### src/rtl/aes_round_ctrl.sv
// AES round sequencer: walks one 128-bit block through the initial
// AddRoundKey load and NUM_ROUNDS feedback rounds, captures the ciphertext
// from the round register and hands it to the consumer over valid/ready.
// One block is in flight at a time; abort returns to IDLE from any state.
module aes_round_ctrl #(
  parameter int NUM_ROUNDS = 10,
  parameter int ROUND_W    = 4,
  parameter int DATA_W     = 128
) (
  input  logic                clk,
  input  logic                rst,
  input  logic                in_valid,
  output logic                in_ready,
  input  logic                abort,
  input  logic [DATA_W-1:0]   a_out,
  output logic                d_tk,
  output logic                round_en,
  output logic [ROUND_W-1:0]  round_num,
  output logic                last_round,
  output logic [DATA_W-1:0]   ct_out,
  output logic                out_valid,
  input  logic                out_ready,
  output logic                busy
);

  typedef enum logic [1:0] {
    IDLE    = 2'd0,
    ROUND   = 2'd1,
    CAPTURE = 2'd2,
    OUTPUT  = 2'd3
  } state_t;

  localparam logic [ROUND_W-1:0] LAST_RN = ROUND_W'(NUM_ROUNDS);

  state_t state;

  // Round index advance; the final round index is held, never wrapped.
  function automatic logic [ROUND_W-1:0] next_round(input logic [ROUND_W-1:0] rn);
    if (rn >= LAST_RN) begin
      return LAST_RN;
    end
    return rn + ROUND_W'(1);
  endfunction

  // Datapath strobes decoded from registered state; only the IDLE accept
  // path looks at the live handshake inputs.
  always_comb begin
    in_ready   = 1'b0;
    round_en   = 1'b0;
    d_tk       = 1'b0;
    last_round = 1'b0;
    busy       = 1'b0;
    if (!rst) begin
      case (state)
        IDLE: begin
          in_ready = 1'b1;
          round_en = in_valid & ~abort;
        end
        ROUND: begin
          d_tk       = 1'b1;
          busy       = 1'b1;
          round_en   = ~abort;
          last_round = (round_num == LAST_RN);
        end
        default: begin
          d_tk = 1'b1;
          busy = 1'b1;
        end
      endcase
    end
  end

  // State, round index, ciphertext capture and output-valid sequencing.
  always_ff @(posedge clk) begin
    if (rst) begin
      state     <= IDLE;
      round_num <= '0;
      ct_out    <= '0;
      out_valid <= 1'b0;
    end else if (abort) begin
      // abort wins over every transition, including an OUTPUT handshake
      state     <= IDLE;
      round_num <= '0;
      out_valid <= 1'b0;
    end else begin
      case (state)
        IDLE: begin
          round_num <= '0;
          if (in_valid) begin
            state     <= ROUND;
            round_num <= ROUND_W'(1);
          end
        end
        ROUND: begin
          if (round_num == LAST_RN) begin
            state <= CAPTURE;
          end else begin
            round_num <= next_round(round_num);
          end
        end
        CAPTURE: begin
          ct_out    <= a_out;
          out_valid <= 1'b1;
          state     <= OUTPUT;
        end
        OUTPUT: begin
          if (out_ready) begin
            out_valid <= 1'b0;
            round_num <= '0;
            state     <= IDLE;
          end
        end
        default: begin
          state     <= IDLE;
          round_num <= '0;
          out_valid <= 1'b0;
        end
      endcase
    end
  end

endmodule

### config.mk
export PLATFORM = sky130hd
export DESIGN_NAME = aes_round_ctrl
export DESIGN_NICKNAME = d
export VERILOG_FILES = /design/src/rtl/aes_round_ctrl.sv
export SDC_FILE = /design/constraint.sdc
export NUM_CORES = 1
export LEC_CHECK = 0
export BUFFER_PORTS_ARGS = -buffer_cell sky130_fd_sc_hd__buf_2
export CAP_MARGIN = 30
export CORE_MARGIN = 4
export CORE_UTILIZATION = 46
export CTS_BUF_LIST = sky130_fd_sc_hd__clkbuf_4 sky130_fd_sc_hd__clkbuf_8
export DETAILED_ROUTE_END_ITERATION = 10
export GPL_ROUTABILITY_DRIVEN = 0
export GPL_TIMING_DRIVEN = 0
export PLACE_DENSITY = 0.81
export SYNTH_ARGS = -nofsm -noshare
export SYNTH_HDL_FRONTEND = slang
export SYNTH_SLANG_ARGS = --single-unit
### constraint.sdc
create_clock -name clk -period 2 [get_ports clk]
set_clock_uncertainty 0.2 [all_clocks]
set_input_delay 0.4 -clock clk [delete_from_list [all_inputs] [get_ports clk]]
set_output_delay 0.4 -clock clk [all_outputs]
set_load 0.01 [all_outputs]
=== Word level (Yosys, flattened, before mapping) ===
Index checks and enable logic that the tools add are counted.
Widths: inputs -> output; s select.

* Flip-flop bits (word level): 135
* Bits in latches: 0
* Bits in writable memories: 0
* Memory bits (read-only): 0
* Input bits: 133
* Output and inout bits: 138
* Word-level logic and storage cells: 49
* Memories: 0

* $add $sub $neg: 1
* Multiply operators: 0
* Divide/modulo/power cells: 0
* $lt $le $gt $ge: 1
* Eq/ne operators: 8
* Shift-type cells: 0
* Muxes and demuxes: 25
* Bitwise gates (word level): 2
* Reductions and logical operators: 8

{| class="wikitable"
|+ Operator list
! operator !! number
|-
| $mux 4 || 4
|-
| $mux 1 || 14
|-
| $pmux 4 s3 || 1
|-
| $ne 2x2->1 const B || 4
|-
| $pmux 2 s4 || 1
|-
| $mux 2 || 3
|-
| $reduce_and 3->1 || 2
|-
| $add 4x1->4 const B || 1
|-
| $eq 2x2->1 const B || 2
|-
| $eq 4x4->1 const B || 1
|-
| $ge 4x4->1 const B || 1
|-
| $pmux 1 s2 || 2
|-
| $reduce_and 2->1 || 2
|-
| $reduce_bool 3->1 || 1
|-
| $eq 2x1->1 const B || 1
|-
| $logic_not 2->1 || 1
|-
| $reduce_bool 2->1 || 1
|-
| $reduce_or 2->1 || 1
|-
| $and 1x1->1 || 1
|-
| $not 1->1 || 1
|}

=== Logic depth before layout (Yosys ltp) ===
* Word-level depth: 9
* Gate-level depth with buffers: 7
* Gate-level depth less buffers: 6

=== Worst setup path after synthesis ===
OpenSTA, ideal clock, no wires.

* Path type: input port to output port
* Start point: in rst
* End point: out d_tk
* Arrival time: 1.123 ns
* Data required time: 1.400 ns
* Slack: 0.277 ns
* Cell stages on the path: 4
* Path buffers: 3
* Path through: clkbuf_1 clkbuf_1 nor2_1 buf_4

* Longest elaborated chain between the ends: 1

{| class="wikitable"
|+ RTL lines
! item !! line !! RTL
|-
| from (decl) || 11 || <nowiki>input logic rst,</nowiki>
|-
| $mux 1 || -- ||
|-
| to (decl) || 16 || <nowiki>output logic d_tk,</nowiki>
|}

Every way passes these cells.

=== Final worst setup path ===
* Start point: reg state[0]
* End point: out d_tk

* Longest elaborated chain between the ends: 3

{| class="wikitable"
|+ RTL lines
! item !! line !! RTL
|-
| from (decl) || 35 || <nowiki>state_t state;</nowiki>
|-
| from (signal assigned) || 76 || <nowiki>state <= IDLE;</nowiki>
|-
| from (signal assigned) || 82 || <nowiki>state <= IDLE;</nowiki>
|-
| from (signal assigned) || 90 || <nowiki>state <= ROUND;</nowiki>
|-
| $logic_not 2->1 || 54 || <nowiki>case (state)</nowiki>
|-
| $mux 1 || 54 ||
|-
| $mux 1 || 53 || <nowiki>if (!rst) begin</nowiki>
|}

Every way passes these cells.

==> flow_summary.html <==
<table>
<tr><th>Metric</th><th>Value</th></tr>
<tr><th colspan="2">Logic synthesis</th></tr>
<tr><td>Area share of fa/ha/maj cells after synthesis</td><td>1.79%</td></tr>
<tr><td>Synth cell types</td><td>29</td></tr>
<tr><td>Share of the synthesized area in compound gates (AO/OA/AOI/OAI)</td><td>roughly 15%</td></tr>
<tr><td>Mux cell area share after synthesis</td><td>less than 1%</td></tr>
<tr><td>Most used standard cell by instance count after synthesis</td><td>sky130_fd_sc_hd__nand2_1</td></tr>
<tr><td>Combinational family with the most area after synthesis</td><td>simple AND/OR/NAND/NOR gates</td></tr>
<tr><td>Sequential element share of the synthesized area</td><td>a little under three fifths</td></tr>
<tr><td>Cell area after synthesis</td><td>roughly 4900 µm²</td></tr>
<tr><td>Total of flip-flops plus latches after synthesis</td><td>around 140</td></tr>
<tr><td>Xor/xnor cell area share of the yosys netlist</td><td>0%</td></tr>
<tr><td>Most instantiated flip-flop cell in the synthesis netlist</td><td>sky130_fd_sc_hd__dfxtp_1</td></tr>
<tr><td>Most frequent cells after synthesis</td><td>sky130_fd_sc_hd__nand2_1 (259), sky130_fd_sc_hd__dfxtp_1 (135), sky130_fd_sc_hd__a21oi_1 (131)</td></tr>
<tr><td>EDFF count, synth</td><td>0</td></tr>
<tr><td>Proportion of register bits with asynchronous set or reset after synthesis</td><td>0%</td></tr>
<tr><td>Warning count from the yosys run</td><td>0</td></tr>
<tr><td>Leading cell types by total area after synthesis</td><td>sky130_fd_sc_hd__dfxtp_1 (55%), sky130_fd_sc_hd__nand2_1 (20%), sky130_fd_sc_hd__a21oi_1 (13%), sky130_fd_sc_hd__buf_2 (2.9%), sky130_fd_sc_hd__ha_1 (1.8%)</td></tr>
<tr><td>Syn avg cell area</td><td>slightly below 8 µm²</td></tr>
<tr><td>Syn Nets</td><td>~760</td></tr>
<tr><td>Cell accounting for the most synthesized area</td><td>sky130_fd_sc_hd__dfxtp_1</td></tr>
<tr><td>Gate Count Post-Synth</td><td>slightly above 600</td></tr>
<tr><td>Simple-gate share of the synthesized area</td><td>between 20% and 30%</td></tr>
<tr><td>Fraction of post-synthesis cell area in the top cell type by area</td><td>55.1%</td></tr>
<tr><th colspan="2">Route</th></tr>
<tr><td>DR WL met3</td><td>between 1 and 1.5 mm</td></tr>
<tr><td>Remaining number of nets flagged by the antenna check after routing</td><td>0</td></tr>
<tr><td>Vias after detailed routing</td><td>5181</td></tr>
<tr><td>TritonRoute pass-1 iters</td><td>4</td></tr>
<tr><td>WL met1</td><td>~6 mm</td></tr>
<tr><td>Post-DR wirelength/cell</td><td>~14 µm</td></tr>
<tr><td>Number of vias per cell after detailed routing</td><td>roughly 4.8</td></tr>
<tr><td>Highest metal layer with signal wires</td><td>met4</td></tr>
<tr><td>Total routed wirelength</td><td>15.4 mm</td></tr>
<tr><td>Initial detailed-routing violation count</td><td>between 200 and 300</td></tr>
<tr><td>DRC viols</td><td>0</td></tr>
<tr><td>Routed length on met2</td><td>around 8 mm</td></tr>
<tr><th colspan="2">Floorplanning</th></tr>
<tr><td>Starting Density</td><td>a little under half</td></tr>
<tr><td>Die W</td><td>roughly 110 µm</td></tr>
<tr><td>Number of rows in the core area</td><td>37</td></tr>
<tr><td>Total die area</td><td>about 12000 µm²</td></tr>
<tr><td>Y dimension of the die</td><td>about 110 µm</td></tr>
<tr><td>Placeable core region</td><td>slightly above 10000 µm²</td></tr>
<tr><td>Top-level I/O count</td><td>around 270</td></tr>
<tr><th colspan="2">CTS</th></tr>
<tr><td>Reg clk slew, reported paths</td><td>0.09 ns</td></tr>
<tr><td>Skew-Pair Late Insertion Delay</td><td>0.41 ns</td></tr>
<tr><td>Clock tree from TritonCTS</td><td>yes</td></tr>
<tr><td>Clock root buffer master</td><td>sky130_fd_sc_hd__clkbuf_8</td></tr>
<tr><td>Clock tree buffer depth</td><td>2</td></tr>
<tr><td>Number of levels in the clock H-tree</td><td>4</td></tr>
<tr><td>CTS Sinks</td><td>around 140</td></tr>
<tr><td>Clock buffers created by TritonCTS</td><td>17</td></tr>
<tr><th colspan="2">Timing</th></tr>
<tr><td>Max-slew headroom at the worst pin</td><td>64.4%</td></tr>
<tr><td>Final critical path time including I/O delays and setup</td><td>1.99 ns</td></tr>
<tr><td>Number of setup violations in the final report</td><td>0</td></tr>
<tr><td>Post-route worst setup slack</td><td>between 0.01 and 0.015 ns</td></tr>
<tr><td>Slew Limit Fails</td><td>0</td></tr>
<tr><td>Post-route fraction of the period consumed by the critical path</td><td>roughly 99%</td></tr>
<tr><td>Total count of hold-check failures in the final report</td><td>0</td></tr>
<tr><td>Slew of the pin with the lowest slew margin</td><td>between 0.5 and 0.6 ns</td></tr>
<tr><td>Max Freq</td><td>between 500 and 600 MHz</td></tr>
<tr><td>Setup repair after global routing missed its margin</td><td>yes</td></tr>
<tr><th colspan="2">Pwr</th></tr>
<tr><td>Static power due to leakage</td><td>around 3.3 nW</td></tr>
<tr><td>Cell Pwr Density</td><td>~820 nW/µm²</td></tr>
<tr><td>Worst VDD drop</td><td>between 500 and 600 µV</td></tr>
<tr><th colspan="2">Setup path</th></tr>
<tr><td>Category of the critical setup timing path</td><td>reg -&gt; out</td></tr>
<tr><td>Nature of the critical path endpoint</td><td>output port</td></tr>
<tr><td>Arrival time reported for the critical path endpoint</td><td>about 1.4 ns</td></tr>
<tr><td>Worst Path Max Fanout</td><td>4</td></tr>
<tr><td>Category of the worst setup path launch point</td><td>register</td></tr>
<tr><td>Required time of the critical path</td><td>around 1.4 ns</td></tr>
<tr><th colspan="2">Cells and area</th></tr>
<tr><td>Area taken by multi-input logic gates</td><td>around 2000 µm²</td></tr>
<tr><td>Area growth from synthesis to layout</td><td>46.1%</td></tr>
<tr><td>Register Area</td><td>between 2000 and 3000 µm²</td></tr>
<tr><td>Layout fillers</td><td>between 900 and 1000</td></tr>
<tr><td>Post-route cell area</td><td>roughly 7200 µm²</td></tr>
<tr><td>Layout net count</td><td>1064</td></tr>
<tr><td>Ant. Diodes</td><td>0</td></tr>
<tr><td>Fraction of layout cells with a size suffix above 1</td><td>a little under two fifths</td></tr>
<tr><th colspan="2">Global routing</th></tr>
<tr><td>Number of antenna violations at the first check in global routing</td><td>0</td></tr>
<tr><td>Overall overflow remaining after global route</td><td>0</td></tr>
<tr><td>Via count of the first global-routing pass</td><td>4902</td></tr>
<tr><td>Total GRT Usage</td><td>a little under a quarter</td></tr>
<tr><td>Wire length of the first global-routing pass</td><td>about 24 mm</td></tr>
<tr><td>Maximum number of pins on one net before global-route repair</td><td>17</td></tr>
<tr><th colspan="2">Placement</th></tr>
<tr><td>Post-detail-place hpwl</td><td>approximately 11 mm</td></tr>
<tr><td>Cell Area, Placed</td><td>6420 µm²</td></tr>
<tr><td>Worst-case setup slack after placement</td><td>-0.0348 ns</td></tr>
<tr><td>Port Buffer Count</td><td>around 270</td></tr>
<tr><th colspan="2">Flow run</th></tr>
<tr><td>Max-cap violations</td><td>0</td></tr>
<tr><th colspan="2">Min path</th></tr>
<tr><td>Path type of the worst min-delay path</td><td>in -&gt; reg</td></tr>
<tr><th colspan="2">Run status</th></tr>
<tr><td>Result of the run</td><td>completed</td></tr>
</table>
state kept, by name, summed over array words and instances (netlist names):
register	cells
ct_out	128
out_valid	1
round_num	4
state	2
area by class of cell:
type | instances | area share [%]
well taps | 136 | 2.38
repair buffers | 288 | 21.3
plain buffers | 45 | 3.06
flip-flops and latches | 135 | 37.9
inverters | 4 | 0.245
clock buffers | 19 | 3.56
multi-input cells | 433 | 28.2
clock inverters | 13 | 3.34
logic make-up (layout without fill, tap and decap cells):
| group | count (synthesis) | count (layout) |
|---|---|---|
| flops | 135 | 135 |
| fa+ha+maj | 7 | 7 |
| buf+inv | 49 | 369 |
| simple gates | 286 | 286 |
| mux | 1 | 1 |
| compound gates | 139 | 139 |
repair_timing:
action / CTS / global route
gates resized for setup: 19 / 5
endpoints found under the hold margin: 8 / 6
cloned: 0 / 0
buffers inserted: 1 / 4
pin swaps: 2 / 6
hold buffers: 8 / 6
endpoints found under the setup margin: 5 / 16
placed cells by master, fill, tap and decap left out, types with 2 or more instances in the layout:
cell type / n
sky130_fd_sc_hd__dfxtp_4: 4
sky130_fd_sc_hd__nor3_1: 2
sky130_fd_sc_hd__inv_6: 4
sky130_fd_sc_hd__clkbuf_8: 18
sky130_fd_sc_hd__dfxtp_1: 131
sky130_fd_sc_hd__a21oi_1: 130
sky130_fd_sc_hd__bufinv_16: 6
sky130_fd_sc_hd__ha_4: 3
sky130_fd_sc_hd__buf_4: 8
sky130_fd_sc_hd__buf_1: 4
sky130_fd_sc_hd__nand4b_1: 2
sky130_fd_sc_hd__clkbuf_1: 9
sky130_fd_sc_hd__nand2_1: 259
sky130_fd_sc_hd__dlygate4sd3_1: 14
sky130_fd_sc_hd__nor2_1: 9
sky130_fd_sc_hd__clkinvlp_4: 2
sky130_fd_sc_hd__buf_2: 296
sky130_fd_sc_hd__inv_2: 2
sky130_fd_sc_hd__nor2b_1: 3
sky130_fd_sc_hd__clkbuf_4: 2
sky130_fd_sc_hd__nand2b_1: 4
sky130_fd_sc_hd__ha_1: 4
metrics by stage:
stage	total power, mW	TNS (ns)	utilization, %	cells	hold slack [ns]
floorplan	2.91	0	-	617	0.281
global placement	3.10	-0.0192	61.9	1022	0.239
detailed placement	3.10	-0.0348	61.9	1022	0.243
CTS	5.88	-0.0103	68.1	1063	0.000615
global route	6.07	-0.174	69.1	1073	0.000514
finish	5.86	0	69.1	1073	0.0131
power by group:
group / switching (mW) / total (mW) / internal, mW
Sequential: 0.0140 / 2.72 / 2.70
Clock: 1.11 / 2.79 / 1.68
Combinational: 0.179 / 0.359 / 0.181
Total: 1.30 / 5.86 / 4.56
worst max-delay path: stages (launching register included):
cell,delay [ns]
sky130_fd_sc_hd__dfxtp_4,0.38
sky130_fd_sc_hd__inv_2,0.06
sky130_fd_sc_hd__ha_4,0.18
sky130_fd_sc_hd__nor2_4,0.12
sky130_fd_sc_hd__buf_4,0.11
sky130_fd_sc_hd__buf_2,0.11
metal layers:
layer,track usage (%),vias up
met5,0,-
met4,5.19,0
met3,7.15,19
met2,42.3,194
met1,27.2,2358
li1,-,2610
worst paths after layout:
kind	to	cells past startpoint	from	slack [ns]
hold / removal	ct_out[118]	3	a_out[118]	0.01
hold reg to reg	ct_out[27]	2	ct_out[27]	0.25
setup reg to reg	ct_out[102]	7	state[0]	0.14
setup / recovery	d_tk	5	state[0]	0.01
Note: power is estimated with default switching activity, not from simulation.
